## src/rtl/sap_pkg.sv

```systemverilog
// Shared definitions for the 8-bit bus computer control path: opcode
// encodings, the 16-line control word in bus order and helpers.
package sap_pkg;

   localparam int OPC_SIZE = 4;

   localparam logic [OPC_SIZE-1:0] OP_NOP = 4'b0000;
   localparam logic [OPC_SIZE-1:0] OP_LDA = 4'b0001;
   localparam logic [OPC_SIZE-1:0] OP_ADD = 4'b0010;
   localparam logic [OPC_SIZE-1:0] OP_SUB = 4'b0011;
   localparam logic [OPC_SIZE-1:0] OP_STA = 4'b0100;
   localparam logic [OPC_SIZE-1:0] OP_LDI = 4'b0101;
   localparam logic [OPC_SIZE-1:0] OP_JMP = 4'b0110;
   localparam logic [OPC_SIZE-1:0] OP_JC  = 4'b0111;
   localparam logic [OPC_SIZE-1:0] OP_JZ  = 4'b1000;
   localparam logic [OPC_SIZE-1:0] OP_OUT = 4'b1110;
   localparam logic [OPC_SIZE-1:0] OP_HLT = 4'b1111;

   // Control lines in bus order, hlt is the most significant bit.
   typedef struct packed {
      logic hlt;
      logic mi;
      logic ri;
      logic ro;
      logic io;
      logic ii;
      logic ai;
      logic ao;
      logic eo;
      logic su;
      logic bi;
      logic oi;
      logic ce;
      logic co;
      logic j;
      logic fi;
   } ctrl_t;

   localparam ctrl_t CTRL_NONE = ctrl_t'(16'h0000);

   // Opcodes with no execute phase (NOP and every unassigned encoding)
   // end the instruction at T1.
   function automatic logic op_is_fetch_only(input logic [OPC_SIZE-1:0] op);
      logic r;
      case (op)
         OP_LDA, OP_ADD, OP_SUB, OP_STA, OP_LDI,
         OP_JMP, OP_JC, OP_JZ, OP_OUT, OP_HLT: r = 1'b0;
         default:                              r = 1'b1;
      endcase
      return r;
   endfunction

endpackage

```

## src/rtl/control_sequencer_microcode_rom.sv

```systemverilog
// Combinational microcode store: maps (microstep, opcode, flags) to the
// control word for that step and whether it is the instruction's last step.
module microcode_rom
   import sap_pkg::*;
#(
   parameter int STEP_BITS = 3
) (
   input  logic [STEP_BITS-1:0] step_i,
   input  logic [OPC_SIZE-1:0]  ir_op_i,
   input  logic                 cf_i,
   input  logic                 zf_i,
   output ctrl_t                word_o,
   output logic                 last_o
);

   localparam logic [STEP_BITS-1:0] T0 = STEP_BITS'(0);
   localparam logic [STEP_BITS-1:0] T1 = STEP_BITS'(1);
   localparam logic [STEP_BITS-1:0] T2 = STEP_BITS'(2);
   localparam logic [STEP_BITS-1:0] T3 = STEP_BITS'(3);
   localparam logic [STEP_BITS-1:0] T4 = STEP_BITS'(4);

   ctrl_t word_s;
   logic  last_s;

   // Decode one microstep of the current instruction into control lines.
   always_comb begin
      word_s = CTRL_NONE;
      last_s = 1'b0;
      case (step_i)
         T0: begin
            word_s.co = 1'b1;
            word_s.mi = 1'b1;
         end
         T1: begin
            word_s.ro = 1'b1;
            word_s.ii = 1'b1;
            word_s.ce = 1'b1;
            last_s    = op_is_fetch_only(ir_op_i);
         end
         T2: begin
            case (ir_op_i)
               OP_LDA, OP_ADD, OP_SUB, OP_STA: begin
                  word_s.io = 1'b1;
                  word_s.mi = 1'b1;
               end
               OP_LDI: begin
                  word_s.io = 1'b1;
                  word_s.ai = 1'b1;
                  last_s    = 1'b1;
               end
               OP_JMP: begin
                  word_s.io = 1'b1;
                  word_s.j  = 1'b1;
                  last_s    = 1'b1;
               end
               OP_JC: begin
                  // Carry is taken as presented now; a not-taken jump is an empty step.
                  if (cf_i) begin
                     word_s.io = 1'b1;
                     word_s.j  = 1'b1;
                  end else begin
                     word_s = CTRL_NONE;
                  end
                  last_s = 1'b1;
               end
               OP_JZ: begin
                  if (zf_i) begin
                     word_s.io = 1'b1;
                     word_s.j  = 1'b1;
                  end else begin
                     word_s = CTRL_NONE;
                  end
                  last_s = 1'b1;
               end
               OP_OUT: begin
                  word_s.ao = 1'b1;
                  word_s.oi = 1'b1;
                  last_s    = 1'b1;
               end
               OP_HLT: begin
                  word_s.hlt = 1'b1;
                  last_s     = 1'b1;
               end
               default: begin
                  last_s = 1'b1;
               end
            endcase
         end
         T3: begin
            case (ir_op_i)
               OP_LDA: begin
                  word_s.ro = 1'b1;
                  word_s.ai = 1'b1;
                  last_s    = 1'b1;
               end
               OP_ADD, OP_SUB: begin
                  word_s.ro = 1'b1;
                  word_s.bi = 1'b1;
               end
               OP_STA: begin
                  word_s.ao = 1'b1;
                  word_s.ri = 1'b1;
                  last_s    = 1'b1;
               end
               default: begin
                  last_s = 1'b1;
               end
            endcase
         end
         T4: begin
            case (ir_op_i)
               OP_ADD: begin
                  word_s.eo = 1'b1;
                  word_s.ai = 1'b1;
                  word_s.fi = 1'b1;
               end
               OP_SUB: begin
                  word_s.eo = 1'b1;
                  word_s.su = 1'b1;
                  word_s.ai = 1'b1;
                  word_s.fi = 1'b1;
               end
               default: begin
                  word_s = CTRL_NONE;
               end
            endcase
            last_s = 1'b1;
         end
         default: begin
            // Unreachable step values: emit nothing and return to T0.
            last_s = 1'b1;
         end
      endcase
   end

   assign word_o = word_s;
   assign last_o = last_s;

endmodule

```

## src/rtl/control_sequencer.sv

```systemverilog
// Microcoded control unit: steps the T-state counter on the falling clock
// edge, holds the halt latch, applies the reset/prog/halt overrides and
// drives the 16 active-high control lines for the datapath.
module control_sequencer
   import sap_pkg::*;
#(
   parameter int OPC_SIZE_P = OPC_SIZE,
   parameter int STEPS      = 5,
   parameter int STEP_BITS  = 3
) (
   input  logic                  clk,
   input  logic                  clr_,
   input  logic                  prog,
   input  logic [OPC_SIZE_P-1:0] ir_op,
   input  logic                  cf,
   input  logic                  zf,
   output logic                  hlt,
   output logic                  mi,
   output logic                  ri,
   output logic                  ro,
   output logic                  io,
   output logic                  ii,
   output logic                  ai,
   output logic                  ao,
   output logic                  eo,
   output logic                  su,
   output logic                  bi,
   output logic                  oi,
   output logic                  ce,
   output logic                  co,
   output logic                  j,
   output logic                  fi,
   output logic [STEP_BITS-1:0]  step,
   output logic                  halted
);

   localparam logic [STEP_BITS-1:0] STEP_ZERO = STEP_BITS'(0);
   localparam logic [STEP_BITS-1:0] STEP_ONE  = STEP_BITS'(1);

   logic [STEP_BITS-1:0] step_q;
   logic [STEP_BITS-1:0] step_d;
   logic                 halted_q;
   logic                 halted_d;
   ctrl_t                rom_word_s;
   logic                 rom_last_s;
   logic                 step_oob_s;
   ctrl_t                ctrl_s;

   microcode_rom #(
      .STEP_BITS (STEP_BITS)
   ) u_rom (
      .step_i  (step_q),
      .ir_op_i (ir_op[OPC_SIZE-1:0]),
      .cf_i    (cf),
      .zf_i    (zf),
      .word_o  (rom_word_s),
      .last_o  (rom_last_s)
   );

   assign step_oob_s = (int'(step_q) >= STEPS);

   // Next microstep and halt latch; prog beats halt, halt freezes the step.
   always_comb begin
      step_d   = step_q;
      halted_d = halted_q;
      if (prog) begin
         step_d = STEP_ZERO;
      end else if (halted_q) begin
         step_d = step_q;
      end else if (step_oob_s) begin
         step_d = STEP_ZERO;
      end else if (rom_word_s.hlt) begin
         // Halt takes effect on this edge and leaves the step where it is.
         halted_d = 1'b1;
      end else if (rom_last_s) begin
         step_d = STEP_ZERO;
      end else begin
         step_d = step_q + STEP_ONE;
      end
   end

   // State updates on the falling edge so the decode settles before the datapath's rising edge.
   always_ff @(negedge clk or negedge clr_) begin
      if (!clr_) begin
         step_q   <= STEP_ZERO;
         halted_q <= 1'b0;
      end else begin
         step_q   <= step_d;
         halted_q <= halted_d;
      end
   end

   // Output override: reset shows the T0 decode, then prog, then halt, then microcode.
   always_comb begin
      ctrl_s = CTRL_NONE;
      if (!clr_) begin
         ctrl_s.co = 1'b1;
         ctrl_s.mi = 1'b1;
      end else if (prog) begin
         ctrl_s = CTRL_NONE;
      end else if (halted_q) begin
         ctrl_s.hlt = 1'b1;
      end else begin
         ctrl_s = rom_word_s;
      end
   end

   assign hlt    = ctrl_s.hlt;
   assign mi     = ctrl_s.mi;
   assign ri     = ctrl_s.ri;
   assign ro     = ctrl_s.ro;
   assign io     = ctrl_s.io;
   assign ii     = ctrl_s.ii;
   assign ai     = ctrl_s.ai;
   assign ao     = ctrl_s.ao;
   assign eo     = ctrl_s.eo;
   assign su     = ctrl_s.su;
   assign bi     = ctrl_s.bi;
   assign oi     = ctrl_s.oi;
   assign ce     = ctrl_s.ce;
   assign co     = ctrl_s.co;
   assign j      = ctrl_s.j;
   assign fi     = ctrl_s.fi;
   assign step   = step_q;
   assign halted = halted_q;

endmodule

```

## config.mk

```make
export PLATFORM = sky130hd
export DESIGN_NAME = control_sequencer
export DESIGN_NICKNAME = d
export VERILOG_FILES = /design/src/rtl/sap_pkg.sv /design/src/rtl/control_sequencer_microcode_rom.sv /design/src/rtl/control_sequencer.sv
export SDC_FILE = /design/constraint.sdc
export NUM_CORES = 1
export LEC_CHECK = 0
export CORE_MARGIN = 3
export CORE_UTILIZATION = 42
export CTS_CLUSTER_DIAMETER = 40
export DETAILED_ROUTE_END_ITERATION = 7
export GPL_TIMING_DRIVEN = 0
export PLACE_DENSITY = 0.87
export SLEW_MARGIN = 20
export SYNTH_ARGS = -nofsm -noshare
export SYNTH_HDL_FRONTEND = slang
export SYNTH_HIERARCHICAL = 1
export SYNTH_SLANG_ARGS = --single-unit
export TNS_END_PERCENT = 1
```

## constraint.sdc

```tcl
create_clock -name clk -period 1.9 [get_ports clk]
set_input_delay 0.38 -clock clk [delete_from_list [all_inputs] [get_ports clk]]
set_output_delay 0.38 -clock clk [all_outputs]
set_load 0.01 [all_outputs]
```

Word level (Yosys, flattened, before mapping)
Memories as Yosys holds them, arrays and structs flattened.
Cells that the tools add are included.
{"block": "classes", "n_addsub": 1, "magnitude_cmp": 1, "eq_ne": 16, "mux": 44, "n_reduce_logical": 6}
{"operator": "2-to-1 mux 1 bit", "n": 27}
{"operator": "equality test 4 x 3 -> 1 bit, second input constant", "n": 4}
{"operator": "2-to-1 mux 16 bit", "n": 1}
{"operator": "2-to-1 mux 15 bit", "n": 1}
{"operator": "2-to-1 mux 3 bit", "n": 5}
{"operator": "equality test 4 bit, second input constant", "n": 3}
{"operator": "2-to-1 mux 11 bit", "n": 1}
{"operator": "equality test 4 x 2 -> 1 bit, second input constant", "n": 2}
{"operator": "equality test 3 x 2 -> 1 bit, second input constant", "n": 2}
{"operator": "case mux 1 bit (3 select lines)", "n": 2}
{"operator": "case mux 2 bit (3 select lines)", "n": 1}
{"operator": "OR reduction 6 bit", "n": 1}
{"operator": "equality test 4 x 1 -> 1 bit, second input constant", "n": 1}
{"operator": "2-to-1 mux 2 bit", "n": 2}
{"operator": "case mux 1 bit (2 select lines)", "n": 2}
{"operator": "case mux 1 bit (4 select lines)", "n": 1}
{"operator": "case mux 2 bit (2 select lines)", "n": 1}
{"operator": "OR reduction 4 bit", "n": 1}
{"operator": "adder 3 x 1 -> 3 bit, second input constant", "n": 1}
{"operator": "equality test 3 x 1 -> 1 bit, second input constant", "n": 1}
{"operator": "equality test 3 bit, second input constant", "n": 1}
{"operator": ">= comparator 3 bit, second input constant", "n": 1}
{"operator": "zero test 3 bit", "n": 1}
{"operator": "inequality test 3 x 2 -> 1 bit, second input constant", "n": 1}
{"operator": "4 further kinds", "n": 4}
{"block": "word_totals", "ff_bits": 4, "mem_bits_ro": 16, "in_bits": 9, "output_inout_bits": 20, "wordCells": 71, "memories": 1}
{"memory": "(name not given)", "words": 16, "word_bits": 1, "read_ports": 1, "rd_clocked_by_memory_dff": 0, "write_ports": 0, "line_no": "sap_pkg.sv:45", "source": "case (op)"}

Logic depth before layout (Yosys ltp)
{"block": "depth", "ltp_word": 9, "mapped_depth": 7}

By module
The synthesis kept the hierarchy.
{"module": "microcode_rom", "instances": 1, "cells_per_inst": 54, "area_per_inst_um2": 347.8, "seq_area_each_um2": 0.0}
{"module": "control_sequencer", "instances": 1, "cells_per_inst": 42, "area_per_inst_um2": 341.6, "seq_area_each_um2": 100.1}

==> metrics.cfg <==
[clock_tree]
clk_latency_ps = 250
cts_buffer_depth = 2
h-tree-depth = 1
cts_tree = done
clk_pin_slew_ps = 30
numCtsBuffers = 3
clkSinkCount = 4
root_buffer = clkbuf_4

[route]
dr_wl_met3_um = 308
via_count = 1062
drc = 0
final_antenna_net_count = 0
dr.pass1.iters = 4
wire_per_inst_um = 20.7
drt-met1-wl_um = 1170
drt-initial-drc-count = 40
top_layer_used = met4
routed_via_density = 6.52
wl_um = 3370
met2_length_um = 1710

[global_routing]
antenna_found_initial = 0
grt_pass1_vias = 1003
grt_usage = 0.302
grt_pass1_wl_um = 4680
grt_overflow = 0
grt_max_degree = 12

[place]
placed_cell_area_um2 = 992
io_buffers = 28
place_congestion = 0.816
dpl_worst_slack_ps = -1600
hpwl_um = 1500

[logic_synthesis]
synth_area_um2 = 689
synth.area.top_cells = dfrtn_1, and3_1, nor2_1
yosys.area.top_type_share = 0.145
synth_top_area_cell = dfrtn_1
yosysWarnings = 6
synth_nets = 107
ys_seq_area_frac = 0.145
synth-seq-cells = 4
netlist_instances = 96
synthDistinctLibCells = 43
synth_area_per_cell_um2 = 7.18

[timing]
relSlewSlack = 0.715
final_max_slew_viol_count = 0
finClkSkew_ps = 4.34
finalHoldViolCount = 0
setup_slack_ps = -1240
rsz0062_at_grt = true
setup_violations = 24
fin_tns_setup_ps = -21320
worst_pin_slew_ps = 428

[status]
outcome = complete, but fails checks
failed_checks = negative setup slack

[worst_hold_path]
hp-class = reg2reg

[final_layout]
drive_gt1_frac = 0.541
syn_to_final_growth_pct = 89.8
nets = 161
fin_area_um2 = 1310
multi_input_area_um2 = 673
final_core_util = 0.925
fillers = 57
n_antenna_cell = 0
register_area_um2 = 100

[run]
cap_violations = 0

[pwr]
power.density_nw_per_um2 = 1040
leakage_nw = 0.671
finalPower_mw = 1.35
irDropWorstVdd_uv = 953

[floorplan]
start_util = 0.487
die_h_um = 46.5
die_area_um2 = 2160
rows = 13
core_um2 = 1420
pin_count = 29
die_w_um = 46.5

[worst_setup_path]
required_ps = 1520
crit_type = reg2out
start_kind = flip-flop
endpoint_kind = output pin
worstPathArrival_ps = 2760
crit_fanout = 5

logic make-up (layout without fill, tap and decap cells):
family / after synthesis / after routing / share of synthesized area
buffers and inverters: 15 / 67 / 0.0998
adders and majority gates: 2 / 2 / 0.0363
xor gates and xnor gates: 1 / 1 / 0.0127
DFF: 4 / 4 / 0.145
and+or+nand+nor: 51 / 51 / 0.463
muxes: 1 / 1 / 0.0145
AOI/OAI and AO/OA: 22 / 22 / 0.229
area by class of cell:
type,instances,area share
multi-input cells,77,0.514
repair buffers,49,0.291
flip-flops and latches,4,0.0765
plain buffers,9,0.0698
clock buffers,3,0.0172
inverters,6,0.0172
well taps,15,0.0143
flip-flops by register name, indices dropped and copies added, names as in the netlist:
signal and cells:
halted 1, step 3
worst paths after layout:
path                       slack, ps           startpoint                  end  depth (start not counted)
setup / recovery               -1240  step[0]$_DFFE_NN0P_                  hlt                          6
hold / removal                   620   halted$_DFFE_NN0N_   halted$_DFFE_NN0N_                          1
hold reg to reg                  620   halted$_DFFE_NN0N_   halted$_DFFE_NN0N_                          1
min in group asynchronous       1250                 clr_  step[2]$_DFFE_NN0P_                          1
max in group asynchronous        340                 clr_  step[1]$_DFFE_NN0P_                          1
setup reg to reg                  20  step[0]$_DFFE_NN0P_  step[2]$_DFFE_NN0P_                          8
through the flow:
step / hold WS [ps] / cells
floorplan: 526 / 96
global placement: 491 / 139
detailed placement: 501 / 139
CTS: 575 / 160
global route: 639 / 163
finish: 616 / 163
where the power goes:
group	leakage, nW	internal (mW)	switching [mW]
clock network	0.0138	0.0705	0.0328
logic	0.603	0.568	0.517
registers	0.0536	0.118	0.0487
worst max-delay path, stage by stage (launching register included):
cell	delay, ps
dfrtn_1	420
nor4bb_1	370
nand3_1	190
nor2_2	200
o21ba_4	160
and2_4	140
buf_6	90
routing by layer:
layer  global-route usage  up-vias
met5                    0        -
met4                0.170        0
met3               0.0273       28
met2                0.566       92
met1                0.320      481
li1                     -      461
cells in the final DEF, fill, tap and decap left out, types with 3 or more instances in the layout:
cell type	count
nor2_1	6
buf_4	15
clkbuf_4	4
dlygate4sd2_1	3
buf_6	14
and3_1	13
clkdlybuf4s50_1	4
inv_1	6
nand2_1	5
o21ai_0	3
dfrtn_1	4
buf_2	15
synthesized netlist by cell type:
cell type,number
buf_2,3
o21ba_2,1
nand3b_1,1
nand2_1,7
nor3b_1,2
nor2_1,9
clkbuf_1,3
a21oi_1,3
buf_4,2
mux2i_1,1
xor2_1,1
nor4_1,1
or4b_1,1
a2bb2oi_1,1
o21ai_1,1
and3b_1,1
clkbuf_2,1
dfrtn_1,4
nand2b_1,1
a41o_1,1
o221ai_1,1
a31oi_1,2
or3b_4,1
o21a_1,2
and3_1,13
o21ai_0,3
inv_1,6
nor4b_1,2
ha_1,2
o31ai_1,1
nor4b_4,1
nor4bb_1,1
nor2b_1,2
o22ai_1,1
o211a_1,1
nor3_1,3
o21ai_2,1
nand3_1,2
and2_1,2
nand4bb_1,1
a21boi_0,1
a31o_2,1
o41ai_1,1
timing repair:
item / CTS / global route
gates resized for setup: 115 / 23
hold buffers: 0 / 0
endpoints found under the setup margin: 24 / 24
pin swaps: 17 / 10
setup buffers: 18 / 3
Note: power is estimated with default switching activity, not from simulation.
